### src/rtl/lut_search_arbiter.sv
// lut_search_arbiter
// Shares one combinational-read lookup-table ROM among NREQ requesters.
// A round-robin arbiter grants the ROM to one requester. The block then
// scans the table linearly for the first entry whose X field is >= the
// requester's key. It returns the bracketing pair (x0,y0)/(x1,y1) for
// downstream linear interpolation.
//
// Ports
//   clk       : clock
//   reset_n   : asynchronous active-low reset
//   req       : level request per requester, held until its done
//   req_key   : key per requester, slice i = [i*KEY_W +: KEY_W]
//   rom_addr  : registered ROM address
//   rom_data  : ROM entry at rom_addr (same cycle); X upper half, Y lower half
//   gnt       : one-hot grant, acceptance through done cycle
//   busy      : high while scanning and in the done cycle
//   done      : one-cycle pulse, results valid
//   done_id   : index of the served requester (held)
//   miss      : key above the X of the last entry (valid with done)
//   x0,y0,x1,y1 : bracketing entries, held until the next done
module lut_search_arbiter #(
  parameter int unsigned NREQ   = 2,
  parameter int unsigned KEY_W  = 48,
  parameter int unsigned ADDR_W = 7,
  parameter int unsigned DEPTH  = 128
) (
  input  logic                  clk,
  input  logic                  reset_n,
  input  logic [NREQ-1:0]       req,
  input  logic [NREQ*KEY_W-1:0] req_key,
  output logic [ADDR_W-1:0]     rom_addr,
  input  logic [2*KEY_W-1:0]    rom_data,
  output logic [NREQ-1:0]       gnt,
  output logic                  busy,
  output logic                  done,
  output logic [2:0]            done_id,
  output logic                  miss,
  output logic [KEY_W-1:0]      x0,
  output logic [KEY_W-1:0]      y0,
  output logic [KEY_W-1:0]      x1,
  output logic [KEY_W-1:0]      y1
);

  typedef enum logic [1:0] {
    S_IDLE,
    S_SCAN,
    S_DONE
  } state_t;

  state_t            r_state;
  logic [2:0]        r_last;
  logic [2:0]        r_idx;
  logic [KEY_W-1:0]  r_key;
  logic [KEY_W-1:0]  r_prev_x;
  logic [KEY_W-1:0]  r_prev_y;

  logic [KEY_W-1:0]  w_rom_x;
  logic [KEY_W-1:0]  w_rom_y;
  logic              w_hit;
  logic              w_at_end;
  logic              w_pick_valid;
  logic [2:0]        w_pick_idx;
  logic [NREQ-1:0]   w_pick_oh;
  logic [KEY_W-1:0]  w_pick_key;

  assign w_rom_x  = rom_data[2*KEY_W-1:KEY_W];
  assign w_rom_y  = rom_data[KEY_W-1:0];
  assign w_hit    = (w_rom_x >= r_key);
  assign w_at_end = (rom_addr == ADDR_W'(DEPTH - 1));

  // Round-robin pick. Each requester i gets a priority distance
  // (i - last - 1) mod NREQ, and the smallest distance among the active
  // requests wins. Indexing stays constant per unrolled iteration.
  always_comb begin : p_pick
    int unsigned best_d;
    int unsigned d;
    w_pick_valid = 1'b0;
    w_pick_idx   = '0;
    w_pick_oh    = '0;
    w_pick_key   = '0;
    best_d       = NREQ;
    d            = 0;
    for (int unsigned i = 0; i < NREQ; i++) begin
      d = i + NREQ - 1 - 32'(r_last);
      if (d >= NREQ) d = d - NREQ;
      if (req[i] && (d < best_d)) begin
        best_d       = d;
        w_pick_valid = 1'b1;
        w_pick_idx   = 3'(i);
        w_pick_oh    = '0;
        w_pick_oh[i] = 1'b1;
        w_pick_key   = req_key[i*KEY_W +: KEY_W];
      end
    end
  end

  always_ff @(posedge clk or negedge reset_n) begin
    if (!reset_n) begin
      r_state  <= S_IDLE;
      r_last   <= 3'(NREQ - 1);
      r_idx    <= '0;
      r_key    <= '0;
      r_prev_x <= '0;
      r_prev_y <= '0;
      rom_addr <= '0;
      gnt      <= '0;
      busy     <= 1'b0;
      done     <= 1'b0;
      done_id  <= '0;
      miss     <= 1'b0;
      x0       <= '0;
      y0       <= '0;
      x1       <= '0;
      y1       <= '0;
    end else begin
      done <= 1'b0;
      unique case (r_state)
        S_IDLE: begin
          if (w_pick_valid) begin
            r_idx    <= w_pick_idx;
            r_key    <= w_pick_key;
            gnt      <= w_pick_oh;
            rom_addr <= '0;
            busy     <= 1'b1;
            r_state  <= S_SCAN;
          end
        end
        S_SCAN: begin
          if (w_hit) begin
            // A hit at entry 0 has no lower neighbour, so both ends clamp to it.
            if (rom_addr == '0) begin
              x0 <= w_rom_x;
              y0 <= w_rom_y;
            end else begin
              x0 <= r_prev_x;
              y0 <= r_prev_y;
            end
            x1      <= w_rom_x;
            y1      <= w_rom_y;
            miss    <= 1'b0;
            done    <= 1'b1;
            done_id <= r_idx;
            r_state <= S_DONE;
          end else if (w_at_end) begin
            x0      <= w_rom_x;
            y0      <= w_rom_y;
            x1      <= w_rom_x;
            y1      <= w_rom_y;
            miss    <= 1'b1;
            done    <= 1'b1;
            done_id <= r_idx;
            r_state <= S_DONE;
          end else begin
            r_prev_x <= w_rom_x;
            r_prev_y <= w_rom_y;
            rom_addr <= rom_addr + 1'b1;
          end
        end
        S_DONE: begin
          gnt     <= '0;
          busy    <= 1'b0;
          r_last  <= r_idx;
          r_state <= S_IDLE;
        end
        default: r_state <= S_IDLE;
      endcase
    end
  end

endmodule

### config.mk
export PLATFORM = sky130hd
export DESIGN_NAME = lut_search_arbiter
export DESIGN_NICKNAME = d
export VERILOG_FILES = /design/src/rtl/lut_search_arbiter.sv
export SDC_FILE = /design/constraint.sdc
export NUM_CORES = 1
export LEC_CHECK = 0
export ABC_AREA = 1
export BUFFER_PORTS_ARGS = -buffer_cell sky130_fd_sc_hd__buf_2
export CELL_PAD_IN_SITES_DETAIL_PLACEMENT = 1
export CELL_PAD_IN_SITES_GLOBAL_PLACEMENT = 2
export CORE_AREA = 2 2 238 240
export CTS_BUF_LIST = sky130_fd_sc_hd__clkbuf_2 sky130_fd_sc_hd__clkbuf_4 sky130_fd_sc_hd__clkbuf_8
export DETAILED_ROUTE_END_ITERATION = 16
export DIE_AREA = 0 0 240 242
export GPL_ROUTABILITY_DRIVEN = 0
export GPL_TIMING_DRIVEN = 0
export PLACE_DENSITY_LB_ADDON = 0.08
export SLEW_MARGIN = 10
export SYNTH_ARGS = -nofsm -noshare
export SYNTH_HDL_FRONTEND = slang
export SYNTH_SLANG_ARGS = --single-unit
### constraint.sdc
create_clock -name clk -period 2.62 [get_ports clk]
set_input_delay 0.131 -clock clk [delete_from_list [all_inputs] [get_ports clk]]
set_output_delay 0.131 -clock clk [all_outputs]
set_load 0.03 [all_outputs]
# == Yosys cells after proc, flatten, opt, wreduce, memory -nomap -nowiden ==
# Cells that the tools add are included.
# W data, S select, Z words.
# op_classes
n_eq_ne,7
magnitude_cmp,5
n_bitwise,2
n_mux,37
n_reduce_logical,13
addsub,5
# op_table
op,n
$mux W48,10
$mux W32,3
$ge A32 B2 Y1 const B,2
$ge A48 B48 Y1,1
$lt A32 B2 Y1 const B,1
$lt A32 B32 Y1,1
$mux W7,3
$pmux W7 S2,1
$mux W1,10
$mux W2,5
$sub A4 B3 Y5 const B,2
$pmux W2 S2,2
$reduce_and A2 Y1,4
$add A7 B1 Y7 const B,1
$eq A7 B7 Y1 const B,1
$logic_not A7 Y1,1
$mux W3,2
$ne A2 B2 Y1 const B,3
$reduce_bool A2 Y1,3
$reduce_and A4 Y1,1
$sub A1 B3 Y4 const A,1
$sub A2 B3 Y4 const A,1
$ne A3 B3 Y1 const B,1
$reduce_and A3 Y1,1
6 further kinds,8
# word_totals
ff_bits,359
wordCells,85

# == Longest topological paths before layout ==
# depth
word_depth,11
depth_mapped,18
depth_no_buf,16

# == Least setup slack after synthesis ==
# Ideal clock, no wire load.
# synth_timing
path_type,register to register
start,register rom_addr[0]
end,register x0[0]
path_buffers,2
t_arrival_ns,1.992
synth_period_minus_slack_ns,2.109
setup_ns,0.117
path_slack_ns,0.511
required_ns,2.503
path_stages_with_launch,12
path_cell_list,dfrtp_1 -> ha_1 -> nand3_1 -> nand3b_1 -> nor2_1 -> nor2_1 -> nand3_2 -> nand2_2 -> buf_4 -> buf_2 -> nand2_1 -> nand2_1
# synth_between
elab_chain_cells,3
elab_cells_between_ends,6
classes_between,1 x eq/ne; 2 x mux; 3 x reduce/logical
# synth_lines
element,line,source
from (decl),31,"output logic [ADDR_W-1:0] rom_addr,"
from (signal assigned),156,rom_addr <= rom_addr + 1'b1;
$eq A7 B7 Y1 or $logic_not A7 Y1 (tied branches),"69, 131",
$reduce_bool A2 Y1 (no line) or $mux W48 (tied branches),n/a,
$reduce_and A2 Y1 (no line) or $mux W48 (tied branches),n/a,
to (signal assigned),132,x0 <= w_rom_x;
to (signal assigned),135,x0 <= r_prev_x;
to (signal assigned),145,x0 <= w_rom_x;
to (decl),38,"output logic [KEY_W-1:0] x0,"
# Parallel ways exist; a longest one is shown, timed or not.
# A chain may end at the register's enable or synchronous reset.

# == Worst setup path after layout ==
# layout_timing
start,register r_key[40]
end,register y1[29]
# layout_between
elab_chain_cells,3
elab_cells_between_ends,4
classes_between,1 x order compare; 1 x mux; 2 x reduce/logical
# layout_lines
element,line,source
from (decl),53,logic [KEY_W-1:0] r_key;
from (signal assigned),121,r_key <= w_pick_key;
$ge A48 B48 Y1 (*),68,assign w_hit = (w_rom_x >= r_key);
$reduce_bool A2 Y1 (no line),n/a,
$reduce_and A2 Y1 (no line),n/a,
to (signal assigned),139,y1 <= w_rom_y;
to (signal assigned),148,y1 <= w_rom_y;
to (decl),41,output logic [KEY_W-1:0] y1
# Mark *: on every way between the ends. The rest lies on a longest branch, timed or not.

==> summary.txt <==
Route
  • Drt drc: 0
  • Post-route ant nets: 0
  • Via count: 17900
  • Wire length per cell: 19.2 um
  • DR iter-0 viols: 678
  • Total wire length: 72.5 mm
  • Vias per cell: 4.75
  • First drt pass iteration count: 5

STA
  • Min Tclk post-route: 2.55 ns
  • Actual slew at the worst max-slew pin: 0.910 ns
  • Fin Hold WS: 0.0954 ns
  • Hold Vio Cnt, Final: 0
  • Period utilization: 0.974
  • Skew final: 0.0355 ns
  • Final Slew Violations: 0
  • RSZ-0062 raised after global routing: yes
  • Final setup violation count: 0
  • Fmax: 0.392 GHz
  • Rel. slew slack: 0.391

Power and ir drop
  • PwrDens: 1290 nW/um2
  • Tot Pwr: 32.5 mW
  • Leakage power: 13.7 nW
  • Maximum VDD drop: 0.457 mV

Global route
  • First-pass GRT wire length: 112 mm
  • Remaining Overflow, GRT: 0
  • Tot GR Track Use: 0.250
  • Vias in the first global route: 19000
  • Initial antenna violation count: 4
  • Largest net degree at the start of global routing: 102

Clock tree
  • Clk buf depth: 3
  • H-Tree Level Count: 3
  • Num CTS Buffers: 69
  • Sink Count: 353
  • CTS clk-pin slew, worst paths: 0.06 ns
  • Clock Latency Late Sink: 0.65 ns
  • CTS tree: built
  • Clock root buffer: clkbuf_8

Cells and area
  • Area grow syn2layout: 42.6%
  • Fillers: 6886
  • Layout cell share with drive strength beyond 1: 0.243
  • Final nets: 3212
  • Area taken by multi-input logic gates: 7620 um2
  • Reg area: 8830 um2
  • Final Cell Area: 25200 um2

Synthesis
  • Ys Warns: 0
  • Most common cell in the netlist: nand2_1
  • FF+latch count, synth: 353
  • Mapped Avg Cell Area: 7.75 um2
  • Post-Syn Instances: 2277
  • Post-synth top flop: dfrtp_1
  • Post-synthesis cell area: 17700 um2
  • Cell taking the most area after synthesis: dfrtp_1
  • Sequential fraction of the synthesis area: 0.500
  • Number of synthesized flops with an enable pin: 0
  • Yosys top cell area share: 0.499
  • Commonest cells in the netlist: 1038 x nand2_1, 352 x dfrtp_1, 214 x inv_1
  • Async SR Flop Fraction: 1.00
  • Largest cells by area after synthesis: dfrtp_1 50%, nand2_1 22%, inv_1 4.5%, ha_1 3.5%, o21ai_0 3.5%
  • Yosys cell types: 35

Setup path
  • Crit path kind: flip-flop to flip-flop
  • Cell depth of the worst flop-to-flop path: 17
  • WP data required: 3.19 ns
  • Setup crit end kind: flip-flop
  • Reg2Reg Setup Slack: 0.07 ns
  • Worst EP arrival: 3.12 ns
  • Worst setup path end: y1[29]
  • Reg-to-Reg Start: r_key[40]
  • Worst r2r dst: y1[29]
  • Nature of the critical path startpoint: flip-flop
  • Setup crit start: r_key[40]
  • Crit Path Max Fanout: 10

Floorplanning
  • Starting Density: 0.317
  • Top Ports: 403
  • Row cnt: 87
  • Die Height: 242 um
  • Die Width: 240 um
  • Die area: 58100 um2
  • Core box area: 55700 um2

Run
  • Max Cap Viol: 0

Min path
  • Min-Delay Path Class: input port to asynchronous set/reset pin

Placement
  • Post-DP HPWL: 50.7 mm
  • Buffers added on ports: 400
  • DP Area: 20700 um2

Outcome
  • Status: finished, final reports clean
[metal layers]
metal | share of wire | vias to the layer above | wire, um | global-route usage
met5 | 0.00018 | - | 13 | 0
met4 | 0.024 | 2 | 1770 | 0.0754
met3 | 0.050 | 109 | 3600 | 0.0516
met2 | 0.50 | 381 | 35900 | 0.430
met1 | 0.43 | 8833 | 31200 | 0.313
li1 | - | 8598 | - | -
[repair_timing]
item,in CTS,in global routing
hold buffers,194,0
resized for setup,84,162
endpoints found under the hold margin,434,0
setup buffers,17,2
pin swaps,9,13
endpoints found under the setup margin,319,304
cloned,3,1
[logic make-up (layout without fill, tap and decap cells)]
kind of cell             count (synthesis)  in the layout  share of synthesized area
AND/OR/NAND/NOR                       1236           1236                      0.282
buffers and inverters                  358           1097                     0.0916
flip-flops                             353            353                      0.500
AO/OA/AOI/OAI                          275            275                     0.0887
adder cells (fa/ha/maj)                 50             50                     0.0354
XOR/XNOR                                 4              4                    0.00198
other                                    1              5                   0.000212
[worst min-delay path by stage]
stage / to / slack (ns) / cells after the start
6_report: y1[26] / 0.1 / 2
5_1_grt: r_state[0] / 0.10 / 3
4_1_cts: r_state[0] / 0.03 / 3
3_5_place_dp: y1[32] / 0.17 / 1
3_3_place_gp: y1[6] / 0.36 / 3
2_1_floorplan: busy / -0.16 / 0
[flip-flops by register name, summed over array words and instances, names as in the netlist]
name      count
busy          1
done          1
done_id       1
gnt           2
miss          1
r_idx         1
r_key        48
r_last        1
r_prev_x     48
r_prev_y     48
r_state       2
rom_addr      7
x0           48
x1           48
y0           48
y1           48
[report_power, final]
| part | switching [mW] | total, mW | internal, mW |
|---|---|---|---|
| sequential | 1.13 | 8.92 | 7.79 |
| combinational | 11.6 | 17.6 | 6.02 |
| clock | 2.56 | 5.98 | 3.42 |
| total | 15.3 | 32.5 | 17.2 |
[critical path, stage by stage (launching register included)]
cell and delay [ns]:
dfrtp_1 0.32, inv_1 0.08, ha_4 0.28, nand2_4 0.05, nor2_4 0.15, nand3_2 0.11
nor2_4 0.17, nand2_2 0.11, nor2_4 0.20, nand2_8 0.12, nand2_8 0.11, nand2_8 0.06
nand2_8 0.14, buf_12 0.12, buf_16 0.17, buf_12 0.15, nand2_1 0.06, nand2_1 0.05
[metrics by stage]
stage | std cells | util | setup slack, ns | TNS (ns)
after floorplan | 2278 | - | 0.511 | 0
after global placement | 3434 | 0.370 | -6.17 | -2371.37
after detailed placement | 3437 | 0.371 | -0.816 | -215.52
after CTS | 3771 | 0.443 | 0.0000997 | 0
after global routing | 3776 | 0.452 | -0.0650 | -2.56
final | 3776 | 0.452 | 0.0683 | 0
[cell usage in the layout (no fill, tap or decap), drive strengths merged, types with 23 or more instances in the layout]
cell / Yosys / final
clkbuf: 60 / 181
inv: 215 / 216
buf: 83 / 499
nor2: 23 / 23
ha: 50 / 50
dfrtp: 352 / 352
o221ai: 48 / 48
nand4: 48 / 48
nand3: 116 / 116
o21ai: 204 / 204
dlygate4sd3: 0 / 194
nand2: 1043 / 1043
[layout make-up]
type	count	area share
Antenna cell	3	0.000298
Buffer	140	0.0456
Clock buffer	114	0.0566
Clock inverter	8	0.00204
Inverter	215	0.0320
Multi-Input combinational cell	1567	0.302
Sequential cell	353	0.351
Tap cell	756	0.0376
Timing Repair Buffer	620	0.173
(Power assumes the default switching activity.)
